`config.mk`:
```
export PLATFORM = sky130hd
export DESIGN_NAME = expr_sequencer_flat
export DESIGN_NICKNAME = d
export VERILOG_FILES = /design/src/rtl/expr_sequencer_if.sv /design/src/rtl/expr_sequencer.sv /design/src/flat_wrapper.sv
export SDC_FILE = /design/constraint.sdc
export NUM_CORES = 1
export LEC_CHECK = 0
export CORE_UTILIZATION = 45
export CTS_CLUSTER_DIAMETER = 80
export DETAILED_ROUTE_END_ITERATION = 6
export GPL_ROUTABILITY_DRIVEN = 0
export GPL_TIMING_DRIVEN = 0
export PLACE_DENSITY_LB_ADDON = 0.08
export SYNTH_ARGS = -nofsm -noshare
export SYNTH_HDL_FRONTEND = slang
export SYNTH_SLANG_ARGS = --single-unit
```
`constraint.sdc`:
```
create_clock -name clk -period 4 [get_ports clk]
set_input_delay 0.4 -clock clk [delete_from_list [all_inputs] [get_ports clk]]
set_output_delay 0.4 -clock clk [all_outputs]
set_load 0.03 [all_outputs]
```
`src/rtl/expr_sequencer_if.sv`:
```
// Token load, control, shared-ALU and result bundle for expr_sequencer.
interface expr_sequencer_if #(
    parameter int RES_W = 8
);
    logic                    load_valid;
    logic                    load_ready;
    logic signed [3:0]       load_operand;
    logic [1:0]              load_op;
    logic                    mode;
    logic                    start;
    logic                    busy;
    logic                    done;
    logic signed [RES_W-1:0] alu_a;
    logic signed [RES_W-1:0] alu_b;
    logic [1:0]              alu_op;
    logic                    alu_req;
    logic signed [RES_W-1:0] alu_y;
    logic signed [RES_W-1:0] result;
    logic                    flag_sign;
    logic                    flag_zero;
    logic                    flag_dz;

    modport slave (
        input  load_valid, load_operand, load_op, mode, start, alu_y,
        output load_ready, busy, done, alu_a, alu_b, alu_op, alu_req,
        output result, flag_sign, flag_zero, flag_dz
    );

    modport master (
        output load_valid, load_operand, load_op, mode, start, alu_y,
        input  load_ready, busy, done, alu_a, alu_b, alu_op, alu_req,
        input  result, flag_sign, flag_zero, flag_dz
    );
endinterface

```
`src/rtl/expr_sequencer.sv`:
```
// Five-token expression evaluator driving a shared external ALU,
// left-to-right or with mul/div folded first.
module expr_sequencer #(
    parameter int RES_W = 8
) (
    input  logic             clk,
    input  logic             rst,
    expr_sequencer_if.slave  bus
);
    typedef enum logic [2:0] {COLLECT, FULL, PASS1, PASS2, DONE} state_t;

    localparam logic [1:0] OP_ADD = 2'b00;
    localparam logic [1:0] OP_DIV = 2'b11;

    state_t                  r_state, w_next;
    logic [2:0]              r_cnt;
    logic [1:0]              r_step;
    logic signed [RES_W-1:0] r_v [0:4];
    logic [1:0]              r_op [0:3];
    logic signed [RES_W-1:0] r_acc;
    logic signed [RES_W-1:0] r_result;
    logic                    r_sign, r_zero, r_dz, r_done;

    logic [2:0]              w_nidx;
    logic signed [RES_W-1:0] w_a, w_b, w_val;
    logic [1:0]              w_op;
    logic                    w_arith, w_dz, w_req, w_go;

    assign w_nidx = {1'b0, r_step} + 3'd1;
    assign w_go   = bus.start && (r_state == FULL || r_state == DONE);

    always_comb begin
        w_a     = '0;
        w_b     = '0;
        w_op    = OP_ADD;
        w_arith = 1'b0;
        unique case (r_state)
            PASS1: begin
                w_a     = r_v[r_step];
                w_b     = r_v[w_nidx];
                w_op    = r_op[r_step];
                w_arith = r_op[r_step][1];
            end
            PASS2: begin
                w_a     = (r_step == 2'd0) ? r_v[0] : r_acc;
                w_b     = r_v[w_nidx];
                w_op    = r_op[r_step];
                w_arith = 1'b1;
            end
            default: ;
        endcase
    end

    // Divide by zero bypasses the ALU and yields 0.
    assign w_dz  = w_arith && (w_op == OP_DIV) && (w_b == '0);
    assign w_req = w_arith && !w_dz;
    assign w_val = w_req ? bus.alu_y : '0;

    assign bus.alu_req    = w_req;
    assign bus.alu_a      = w_req ? w_a : '0;
    assign bus.alu_b      = w_req ? w_b : '0;
    assign bus.alu_op     = w_req ? w_op : 2'b00;
    assign bus.load_ready = (r_state == COLLECT);
    assign bus.busy       = (r_state == PASS1) || (r_state == PASS2);
    assign bus.done       = r_done;
    assign bus.result     = r_result;
    assign bus.flag_sign  = r_sign;
    assign bus.flag_zero  = r_zero;
    assign bus.flag_dz    = r_dz;

    always_ff @(posedge clk or posedge rst) begin
        if (rst) r_state <= COLLECT;
        else     r_state <= w_next;
    end

    always_comb begin
        w_next = r_state;
        unique case (r_state)
            COLLECT: if (bus.load_valid && r_cnt == 3'd4) w_next = FULL;
            FULL:    if (w_go) w_next = bus.mode ? PASS1 : PASS2;
            PASS1:   if (r_step == 2'd3) w_next = PASS2;
            PASS2:   if (r_step == 2'd3) w_next = DONE;
            DONE: begin
                if (w_go)                w_next = bus.mode ? PASS1 : PASS2;
                else if (bus.load_valid) w_next = COLLECT;
            end
            default: w_next = COLLECT;
        endcase
    end

    always_ff @(posedge clk or posedge rst) begin
        if (rst) begin
            r_cnt    <= '0;
            r_step   <= '0;
            r_acc    <= '0;
            r_result <= '0;
            r_sign   <= 1'b0;
            r_zero   <= 1'b0;
            r_dz     <= 1'b0;
            r_done   <= 1'b0;
            for (int i = 0; i < 5; i++) r_v[i] <= '0;
            for (int i = 0; i < 4; i++) r_op[i] <= OP_ADD;
        end else begin
            r_done <= 1'b0;
            if (w_go) begin
                r_dz   <= 1'b0;
                r_step <= '0;
            end
            unique case (r_state)
                COLLECT: if (bus.load_valid) begin
                    r_v[r_cnt] <= {{(RES_W-4){bus.load_operand[3]}},
                                   bus.load_operand};
                    if (r_cnt != 3'd4) r_op[r_cnt[1:0]] <= bus.load_op;
                    r_cnt <= (r_cnt == 3'd4) ? 3'd0 : r_cnt + 3'd1;
                end
                PASS1: begin
                    // Fold v[i] into v[i+1]; the zeroed slot inherits
                    // the preceding operator so the sum is unchanged.
                    if (w_arith) begin
                        r_v[w_nidx]  <= w_val;
                        r_v[r_step]  <= '0;
                        r_op[r_step] <= (r_step == 2'd0) ? OP_ADD
                                        : r_op[r_step - 2'd1];
                    end
                    if (w_dz) r_dz <= 1'b1;
                    r_step <= r_step + 2'd1;
                end
                PASS2: begin
                    r_acc <= w_val;
                    if (w_dz) r_dz <= 1'b1;
                    r_step <= r_step + 2'd1;
                    if (r_step == 2'd3) begin
                        r_result <= w_val;
                        r_sign   <= w_val[RES_W-1];
                        r_zero   <= (w_val == '0);
                        r_done   <= 1'b1;
                    end
                end
                default: ;
            endcase
        end
    end
endmodule

```
`src/flat_wrapper.sv`:
```
// flat-port wrapper written by rule: the top's interface ports become plain ports
module expr_sequencer_flat 
#(
    parameter int RES_W = 8
)
  (clk, rst, bus_load_valid, bus_load_operand, bus_load_op, bus_mode, bus_start, bus_alu_y, bus_load_ready, bus_busy, bus_done, bus_alu_a, bus_alu_b, bus_alu_op, bus_alu_req, bus_result, bus_flag_sign, bus_flag_zero, bus_flag_dz);
  expr_sequencer_if #(.RES_W(RES_W)) bus_i ();
  input  logic clk;
  input  logic rst;
  input wire logic [$bits(bus_i.load_valid)-1:0] bus_load_valid;
  input wire logic [$bits(bus_i.load_operand)-1:0] bus_load_operand;
  input wire logic [$bits(bus_i.load_op)-1:0] bus_load_op;
  input wire logic [$bits(bus_i.mode)-1:0] bus_mode;
  input wire logic [$bits(bus_i.start)-1:0] bus_start;
  input wire logic [$bits(bus_i.alu_y)-1:0] bus_alu_y;
  output wire logic [$bits(bus_i.load_ready)-1:0] bus_load_ready;
  output wire logic [$bits(bus_i.busy)-1:0] bus_busy;
  output wire logic [$bits(bus_i.done)-1:0] bus_done;
  output wire logic [$bits(bus_i.alu_a)-1:0] bus_alu_a;
  output wire logic [$bits(bus_i.alu_b)-1:0] bus_alu_b;
  output wire logic [$bits(bus_i.alu_op)-1:0] bus_alu_op;
  output wire logic [$bits(bus_i.alu_req)-1:0] bus_alu_req;
  output wire logic [$bits(bus_i.result)-1:0] bus_result;
  output wire logic [$bits(bus_i.flag_sign)-1:0] bus_flag_sign;
  output wire logic [$bits(bus_i.flag_zero)-1:0] bus_flag_zero;
  output wire logic [$bits(bus_i.flag_dz)-1:0] bus_flag_dz;
  assign bus_i.load_valid = bus_load_valid;
  assign bus_i.load_operand = bus_load_operand;
  assign bus_i.load_op = bus_load_op;
  assign bus_i.mode = bus_mode;
  assign bus_i.start = bus_start;
  assign bus_i.alu_y = bus_alu_y;
  assign bus_load_ready = bus_i.load_ready;
  assign bus_busy = bus_i.busy;
  assign bus_done = bus_i.done;
  assign bus_alu_a = bus_i.alu_a;
  assign bus_alu_b = bus_i.alu_b;
  assign bus_alu_op = bus_i.alu_op;
  assign bus_alu_req = bus_i.alu_req;
  assign bus_result = bus_i.result;
  assign bus_flag_sign = bus_i.flag_sign;
  assign bus_flag_zero = bus_i.flag_zero;
  assign bus_flag_dz = bus_i.flag_dz;
  expr_sequencer #(.RES_W(RES_W)) u_core (.clk(clk), .rst(rst), .bus(bus_i));
endmodule
```
==> results of run 1 <==
worst reg2reg max path: cells and delay by family (launching register included):
family                   cells  cell delay, ns
flip-flops                   1            0.39
adder cells (fa/ha/maj)      1            0.31
multiplexers                 1            0.56
AND/OR/NAND/NOR              2            1.01
buffers and inverters        5            0.69
AO/OA/AOI/OAI                2            0.32
area by class of cell:
type	instances	area, um^2	area share [%]
well taps	136	170	2.99
plain buffers	47	298	5.24
clock buffers	10	138	2.42
multi-input cells	378	2590	45.6
flip-flops and latches	75	1880	33.0
repair buffers	53	455	8.01
clock inverters	6	71.3	1.25
inverters	20	81.3	1.43
power groups by stage:
| stage | Clock (mW) | Combinational [mW] | Sequential (mW) |
|---|---|---|---|
| after floorplan | 0 | 2.57 | 1.38 |
| after global placement | 0 | 3.75 | 1.37 |
| after detailed placement | 0 | 3.78 | 1.38 |
| after CTS | 0.645 | 3.92 | 1.37 |
| after global routing | 0.688 | 4.33 | 1.42 |
| final | 0.640 | 4.05 | 1.38 |
sequential cells by signal, indices dropped and copies added (netlist names):
signal                cells
u_core.bus.flag_dz        1
u_core.bus.flag_zero      1
u_core.r_cnt              3
u_core.r_state            3
u_core.r_op               8
u_core.r_acc              8
u_core.r_v               40
u_core.r_step             2
u_core.bus.done           1
u_core.bus.result         8
through the flow:
step	hold WS (ns)	setup WS (ns)	cell area [um^2]
finish	0.353	0.0793	5680
global route	0.394	-0.00953	5680
floorplan	0.449	0.143	4750
detailed placement	0.473	-0.892	5390
global placement	0.463	-0.899	5360
CTS	0.365	0.0154	5670
path summary, 6_finish.rpt:
check,startpoint,to,depth (start not counted)
max in group asynchronous,rst,u_core.r_state[1],3
max reg2reg,u_core.r_step[0],u_core.r_acc[3],11
min in group clk,bus_alu_y[0],u_core.bus.result[0],3
min reg2reg,u_core.r_acc[4],u_core.r_acc[4],2
max,u_core.r_step[0],bus_alu_a[2],14
min,rst,u_core.r_cnt[0],2
metal layers:
| layer | GRT usage (%) | vias to the layer above | share of wire, % |
|---|---|---|---|
| met5 | 0 | - | 0 |
| met1 | 42.5 | 2260 | 42 |
| met2 | 45.7 | 251 | 45 |
| met3 | 5.55 | 50 | 8.4 |
| li1 | - | 2038 | - |
| met4 | 14.7 | 0 | 4.3 |
Yosys cell counts, drive strengths merged (2+ instances only):
cell,n,area share (%)
nor2b,6,0.79
a32oi,7,1.3
nand2,73,5.8
nor3,4,0.53
o22a,2,0.37
nor4,6,0.92
a211oi,9,1.4
a22o,2,0.37
o31ai,9,1.4
or4,2,0.32
clkbuf,18,1.4
inv,19,1.5
o21bai,2,0.39
nor3b,5,0.79
a21oi,34,3.6
o21ai,47,4.9
and3,3,0.39
ha,11,2.9
buf,29,3.6
a21o,2,0.32
nand2b,2,0.26
o211ai,5,0.79
nand4,25,3.3
mux2i,8,1.7
a22oi,24,3.8
dfrtp,75,39
nor2,42,3.4
and2,4,0.53
nand3,3,0.32
o22ai,9,1.2
mux4,20,9.5
logic make-up (layout without fill, tap and decap cells):
group | after synthesis | in the layout | share of synthesized area [%]
xor+xnor | 1 | 1 | 0.184
fa+ha+maj | 11 | 11 | 2.89
compound gates | 158 | 158 | 21.4
mux | 28 | 28 | 11.2
simple gates | 180 | 180 | 18.3
flops | 75 | 75 | 39.5
buf+inv | 67 | 136 | 6.63
repair_timing:
item,4_1_cts,5_1_grt
pin swaps,1,3
endpoints found under the setup margin,35,15
setup buffers,7,2
gates resized for setup,91,16
==> qor.csv, run 1 <==
stage,metric,value,unit
power_and_ir_drop,ir_worst_vdd,514,uV
timing,setup_viol,0,
clocking,clockRootBuffer,clkbuf_8,
power_and_ir_drop,p_leak,2.27,nW
global_route,grt_pass1_wl,25.0,mm
power_and_ir_drop,pwr-share-seq,22.7,%
power_and_ir_drop,pwr-share-comb,66.7,%
layout,fillers,973,
die,die_x,105,um
layout,final_util,55.3,%
clocking,cts.sinks,75,
timing,tightest_slew,0.996,ns
yosys,synth.distinct_cells,54,
timing,tns,0,ns
global_route,track_usage,30.4,%
place,numPortBuffers,43,
outcome,status,"complete, no violations",
critical_path,critPathBufInv,8,
die,core-area,0.0103,mm^2
critical_path,crit_path_max_incr_delay,0.56,ns
clocking,cts_tree,done,
critical_path,setup.worst_path.end_class,primary output,
timing,hold_viol,0,
yosys,syn-num-nets,550,
power_and_ir_drop,clkPwrFrac,10.5,%
layout,fin_cells,725,
layout,final_cell_mix,"dfrtp_1 (75), nand2_1 (73), nor2_1 (41)",
yosys,synth_edf_count,0,
yosys,synth_cells,520,
power_and_ir_drop,finalPower,6.07,mW
die,initial_core_util,46.3,%
timing,timing.slew.headroom,33.0,%
clocking,cts_buffers,9,
critical_path,crit_slowest_cell,mux4_2,
place,placedCellCount,700,
clocking,cts-htree-levels,3,
critical_path,regToRegSetupSlack,0.55,ns
place,hpwl,11.3,mm
layout,final_common_cell,dfrtp_1,
global_route,grt_remaining_overflow,0,
clocking,cts_buffer_depth,2,
timing,max_freq,0.255,GHz
die,pin_count,52,
yosys,syn_avg_cell_area,9.14,um^2
layout,antenna_cells,0,
timing,fin_crit_sh,98.0,%
yosys,yosys_warnings,0,
critical_path,crit_family,buffers and inverters,
timing,finalMaxSlewViolations,0,
drt,wl,16.0,mm
yosys,async_flop_share,100,%
critical_path,required,3.60,ns
drt,drtIter0Drc,575,
power_and_ir_drop,swShare,50.8,%
yosys,synth-seq-area-share,39.5,%
layout,final_layout_size_suffix_gt1_share,15.8,%
drt,via_count,4599,
power_and_ir_drop,p_int,2.99,mW
drt,ant_nets,0,
layout,layout.nets,614,
critical_path,cp_max_fo,10,
timing,skew,0.0149,ns
power_and_ir_drop,power.switching,3.09,mW
critical_path,critical_path_arrival,3.52,ns
clocking,postCtsHoldBufs,0,
flow_run,drv_cap,0,
die,dieHeight,105,um
hold_path,hp-class,primary input to async pin,
global_route,grt_max_degree,52,
critical_path,path_cells,buf_6 > buf_12 > buf_12 > clkinvlp_4 > ha_4 > buf_12 > mux4_2 > nor4_2 > a21oi_2 > o21bai_2 > buf_6 > buf_12 > a211oi_1 > buf_4,
critical_path,crit_path_frequent_cell,buf_12,
layout,area_growth,19.6,%
critical_path,path_class,register to primary output,
clocking,clk_pin_slew,0.09,ns
power_and_ir_drop,powerDensity,1070,mW/mm^2
global_route,antenna_found_initial,0,
yosys,ys_ff_latch,75,
die,row_count,37,
timing,min_period,3.92,ns
drt,wire_per_inst,22.0,um
yosys,ys.flop_type,dfrtp_1,
drt,drc,0,
critical_path,worst_setup_path_start_kind,register,
clocking,clk_latency,0.38,ns
yosys,syn-cell-area,0.00475,mm^2
global_route,grt_pass1_vias,4480,
drt,vias_per_cell,6.34,
drt,drtPass1Iterations,5,
die,die_area,0.0110,mm^2
(Power assumes the default switching activity.)
==> run 2: changes to the inputs <==
- CELL_PAD_IN_SITES_DETAIL_PLACEMENT: default -> 1
- CELL_PAD_IN_SITES_GLOBAL_PLACEMENT: default -> 1
- CORE_UTILIZATION: 45 -> 44
- SLEW_MARGIN: default -> 10
==> qor.csv, run 2 (synthesis gave the netlist of run 1 again) <==
stage,metric,value,unit
drt,drc,0,
critical_path,worst_setup_path_start_kind,register,
clocking,cts-htree-levels,3,
power_and_ir_drop,swShare,51.6,%
clocking,cts_tree,done,
die,die_area,0.0112,mm^2
drt,wire_per_inst,24.0,um
clocking,clk_latency,0.38,ns
timing,tns,0,ns
clocking,cts_buffers,9,
layout,layout.nets,613,
layout,fin_cells,723,
global_route,grt_max_degree,55,
power_and_ir_drop,ir_worst_vdd,603,uV
layout,area_growth,18.8,%
clocking,clockRootBuffer,clkbuf_8,
global_route,antenna_found_initial,0,
die,pin_count,52,
timing,setup_viol,0,
power_and_ir_drop,powerDensity,1070,mW/mm^2
global_route,grt_pass1_vias,4808,
drt,drtPass1Iterations,5,
clocking,cts.sinks,75,
timing,finalMaxSlewViolations,0,
timing,rsz0062_at_grt,no,
power_and_ir_drop,p_leak,2.25,nW
layout,final_layout_size_suffix_gt1_share,15.5,%
layout,largest_register_ffs,40,
timing,hold_viol,0,
layout,final_common_cell,dfrtp_1,
timing,hold_ws,0.336,ns
power_and_ir_drop,pwr-share-comb,67.3,%
global_route,grt_pass1_wl,27.3,mm
place,placedCellCount,700,
global_route,grt_remaining_overflow,0,
timing,max_freq,0.256,GHz
drt,via_count,4601,
place,hpwl,12.8,mm
critical_path,path_class,register to primary output,
die,dieHeight,106,um
outcome,status,"complete, no violations",
timing,timing.slew.headroom,20.6,%
timing,fin_crit_sh,97.6,%
place,numPortBuffers,43,
layout,final_util,54.2,%
power_and_ir_drop,clkPwrFrac,9.5,%
drt,vias_per_cell,6.36,
power_and_ir_drop,power.switching,3.13,mW
layout,top_register,u_core.r_v,
hold_path,hp-class,primary input to async pin,
flow_run,drv_cap,0,
drt,wl,17.3,mm
timing,tightest_slew,1.18,ns
power_and_ir_drop,p_int,2.93,mW
drt,ant_nets,0,
die,core-area,0.0104,mm^2
power_and_ir_drop,finalPower,6.05,mW
die,initial_core_util,45.6,%
power_and_ir_drop,pwr-share-seq,23.2,%
global_route,track_usage,32.7,%
die,row_count,37,
critical_path,setup.worst_path.end_class,primary output,
layout,final_cell_mix,"dfrtp_1 (74), nand2_1 (73), nor2_1 (41)",
layout,antenna_cells,0,
clocking,clk_pin_slew,0.09,ns
timing,min_period,3.91,ns
critical_path,cp_max_fo,10,
clocking,cts_buffer_depth,2,
critical_path,critical_path_arrival,3.51,ns
timing,skew,0.0163,ns
critical_path,required,3.60,ns
drt,drtIter0Drc,365,
die,die_x,106,um
==> run 2: changes by cell type in the layout (fill, tap and decap cells not counted) <==
cell,previous run,this run
inv_6,3,0
buf_4,13,11
buf_12,4,3
clkbuf_8,10,12
bufinv_16,1,0
clkinv_2,0,2
dfrtp_1,75,74
buf_8,0,2
buf_6,5,4
clkbuf_4,0,1
clkbuf_1,16,17
dfrtp_2,0,1
clkinvlp_4,3,1
==> run 2: power groups by stage <==
stage | Clock, mW | Sequential, mW | Combinational, mW
after global routing | 0.602 | 1.43 | 4.38
after detailed placement | 0 | 1.40 | 3.84
final | 0.575 | 1.40 | 4.08
after CTS | 0.573 | 1.39 | 3.95
after floorplan | 0 | 1.38 | 2.57
after global placement | 0 | 1.39 | 3.70
==> run 2: routing by layer <==
layer	vias to the layer above	GRT usage, %	share of wire (%)
li1	2047	-	-
met1	2310	41.3	42
met2	207	55.2	49
met3	37	5.70	5.9
met4	0	14.0	3.0
met5	-	0	0
==> run 2: cell type report <==
cell class                      count  area [um^2]
Sequential cell                    75         1880
Clock buffer                       13          169
Clock inverter                      2         10.0
Tap cell                          136          170
Timing Repair Buffer               52          448
Buffer                             47          297
Fill cell                        1234         4770
Inverter                           20         81.3
Multi-Input combinational cell    378         2590
==> run 2: worst paths after layout <==
path,startpoint,slack [ns],cells past startpoint,to
min in group clk,bus_alu_y[0],0.46,3,u_core.bus.result[0]
setup reg to reg,u_core.r_step[1],0.65,10,u_core.r_acc[3]
hold reg to reg,u_core.bus.result[0],0.49,2,u_core.bus.result[0]
setup / recovery,u_core.r_step[1],0.09,12,bus_alu_a[6]
hold / removal,rst,0.34,2,u_core.r_v[28]
max in group asynchronous,rst,3.06,3,u_core.r_step[0]
==> run 2: repair_timing <==
action | CTS | global route
gates resized for setup | 103 | 6
hold endpoints to repair | 0 | 0
hold buffers | 0 | 0
setup buffers | 6 | 2
pin swaps | 4 | 2
endpoints found under the setup margin | 63 | 15
==> run 2: worst max-delay path, cell delays in order, from the launching register on <==
cell and delay, ns:
dfrtp_1 0.48, clkbuf_4 0.29, inv_1 0.16, ha_4 0.32, buf_12 0.14, mux4_2 0.58, nor4_4 0.28, a21oi_2 0.10
o21bai_2 0.16, buf_6 0.15, buf_6 0.15, a211oi_1 0.09, buf_4 0.23
==> run 2: through the flow <==
step | area, um^2 | worst slack, ns
after floorplan | 4750 | 0.143
after global placement | 5360 | -0.861
after detailed placement | 5390 | -1.02
after CTS | 5610 | 0.00162
after global routing | 5650 | 0.0160
final | 5650 | 0.0944
==> run 3: changes to the inputs <==
- CORE_UTILIZATION: 44 -> 45
- GPL_TIMING_DRIVEN: 0 -> default
- clock period: 4 -> 4.7 ns (I/O delays scaled with it)
==> qor.csv, run 3 (synthesis gave the netlist of run 1 again) <==
stage,metric,value,unit
timing,hold_ws,0.486,ns
critical_path,cp_max_fo,24,
drt,met3_length,945,um
flow_run,drv_cap,0,
layout,largest_register_ffs,40,
drt,via_count,4466,
drt,drtIter0Drc,305,
global_route,grt_pass1_wl,26.6,mm
die,initial_core_util,46.3,%
timing,tightest_slew,1.16,ns
clocking,cts.sinks,75,
power_and_ir_drop,powerDensity,884,mW/mm^2
global_route,grt_remaining_overflow,0,
clocking,cts_setup_buffers,0,
drt,highest-signal-layer,met4,
critical_path,path_cells,inv_1 > ha_1 > mux4_2 > nor4_1 > a21oi_1 > o21bai_4 > a211oi_1 > clkdlybuf4s50_1,
timing,skew,0.00675,ns
critical_path,crit_path_max_incr_delay,0.63,ns
global_route,track_usage,32.1,%
critical_path,critical_path_arrival,3.85,ns
die,die_area,0.0110,mm^2
timing,max_freq,0.232,GHz
timing,timing.slew.headroom,21.8,%
place,hpwl,12.1,mm
global_route,grt_max_degree,52,
die,die_x,105,um
power_and_ir_drop,p_leak,2.13,nW
timing,setup_viol,0,
clocking,post_cts_resized,0,
layout,antenna_cells,0,
die,row_count,37,
drt,wl_met2,7.97,mm
layout,area_growth,15.4,%
critical_path,path_class,register to primary output,
clocking,clk_latency,0.36,ns
drt,drc,0,
clocking,clockRootBuffer,clkbuf_8,
global_route,antenna_found_initial,0,
place,postPlaceCellArea,0.00528,mm^2
layout,top_register,u_core.r_v,
layout,fillers,1200,
layout,layout.nets,574,
clocking,postCtsHoldBufs,0,
global_route,grt_pass1_vias,4737,
critical_path,worst_setup_path_start_kind,register,
timing,tns,0,ns
drt,wl_met1,6.91,mm
layout,multi_input_area,0.00257,mm^2
drt,wire_per_inst,24.2,um
clocking,cts_tree,done,
die,dieHeight,105,um
place,numPortBuffers,51,
drt,vias_per_cell,6.52,
timing,hold_viol,0,
layout,final_util,53.4,%
drt,drtPass1Iterations,5,
clocking,cts_buffers,9,
clocking,cts_buffer_depth,2,
drt,ant_nets,0,
critical_path,setup.worst_path.end_class,primary output,
timing,rsz0062_at_grt,no,
layout,final_layout_size_suffix_gt1_share,9.84,%
layout,regArea,0.00188,mm^2
clocking,clk_pin_slew,0.08,ns
clocking,cts-htree-levels,3,
outcome,status,"complete, no violations",
critical_path,required,4.23,ns
die,pin_count,52,
layout,final_cell_mix,"dfrtp_1 (75), nand2_1 (73), clkdlybuf4s50_1 (51)",
layout,finalInstanceArea,0.00549,mm^2
timing,fin_crit_sh,91.8,%
drt,wl,16.6,mm
hold_path,hp-class,register to register,
critical_path,crit_slowest_cell,clkdlybuf4s50_1,
timing,finalMaxSlewViolations,0,
layout,final_common_cell,dfrtp_1,
timing,min_period,4.32,ns
power_and_ir_drop,ir_worst_vdd,426,uV
die,core-area,0.0103,mm^2
==> run 3: layout make-up <==
type	instances	area share [%]
clock buffers	12	3.01
clock inverters	4	0.866
inverters	20	1.37
multi-input cells	378	46.9
flip-flops and latches	75	34.2
well taps	136	3.10
repair buffers	60	10.5
==> run 3: routing by layer <==
| layer | vias to the layer above | GRT usage, % |
|---|---|---|
| met2 | 184 | 51.5 |
| li1 | 1964 | - |
| met4 | 0 | 19.7 |
| met3 | 52 | 4.49 |
| met5 | - | 0 |
| met1 | 2266 | 41.0 |
==> run 3: critical path, delay by kind of cell (launching register included) <==
kind                     cells  cell delay (ns)
adder cells (fa/ha/maj)      1             0.62
buffers and inverters        2             0.75
multiplexers                 1             0.58
flip-flops                   1             0.36
AO/OA/AOI/OAI                3             0.84
AND/OR/NAND/NOR              1             0.32
==> run 3: final timing paths <==
path / end / start / slack, ns / cells after the start
max: bus_alu_a[1] / u_core.r_step[0] / 0.38 / 8
min: u_core.bus.flag_dz / u_core.bus.flag_dz / 0.49 / 1
max reg2reg: u_core.r_v[8] / u_core.r_step[0] / 1.20 / 8
min reg2reg: u_core.bus.flag_dz / u_core.bus.flag_dz / 0.49 / 1
max in group asynchronous: u_core.r_step[0] / rst / 3.11 / 3
min in group asynchronous: u_core.bus.result[5] / rst / 0.50 / 2
==> run 3: power by group <==
| part | switching (mW) | internal, mW | total (mW) |
|---|---|---|---|
| sequential | 0.332 | 0.930 | 1.26 |
| clock | 0.257 | 0.287 | 0.544 |
| combinational | 1.91 | 1.14 | 3.05 |
==> run 3: through the flow <==
step | power [mW] | worst slack, ns | instances
2_1_floorplan | 3.36 | 0.773 | 520
3_3_place_gp | 4.17 | 0.927 | 669
3_5_place_dp | 4.28 | 0.745 | 669
4_1_cts | 4.84 | 0.343 | 685
5_1_grt | 5.14 | 0.131 | 685
6_report | 4.85 | 0.384 | 685
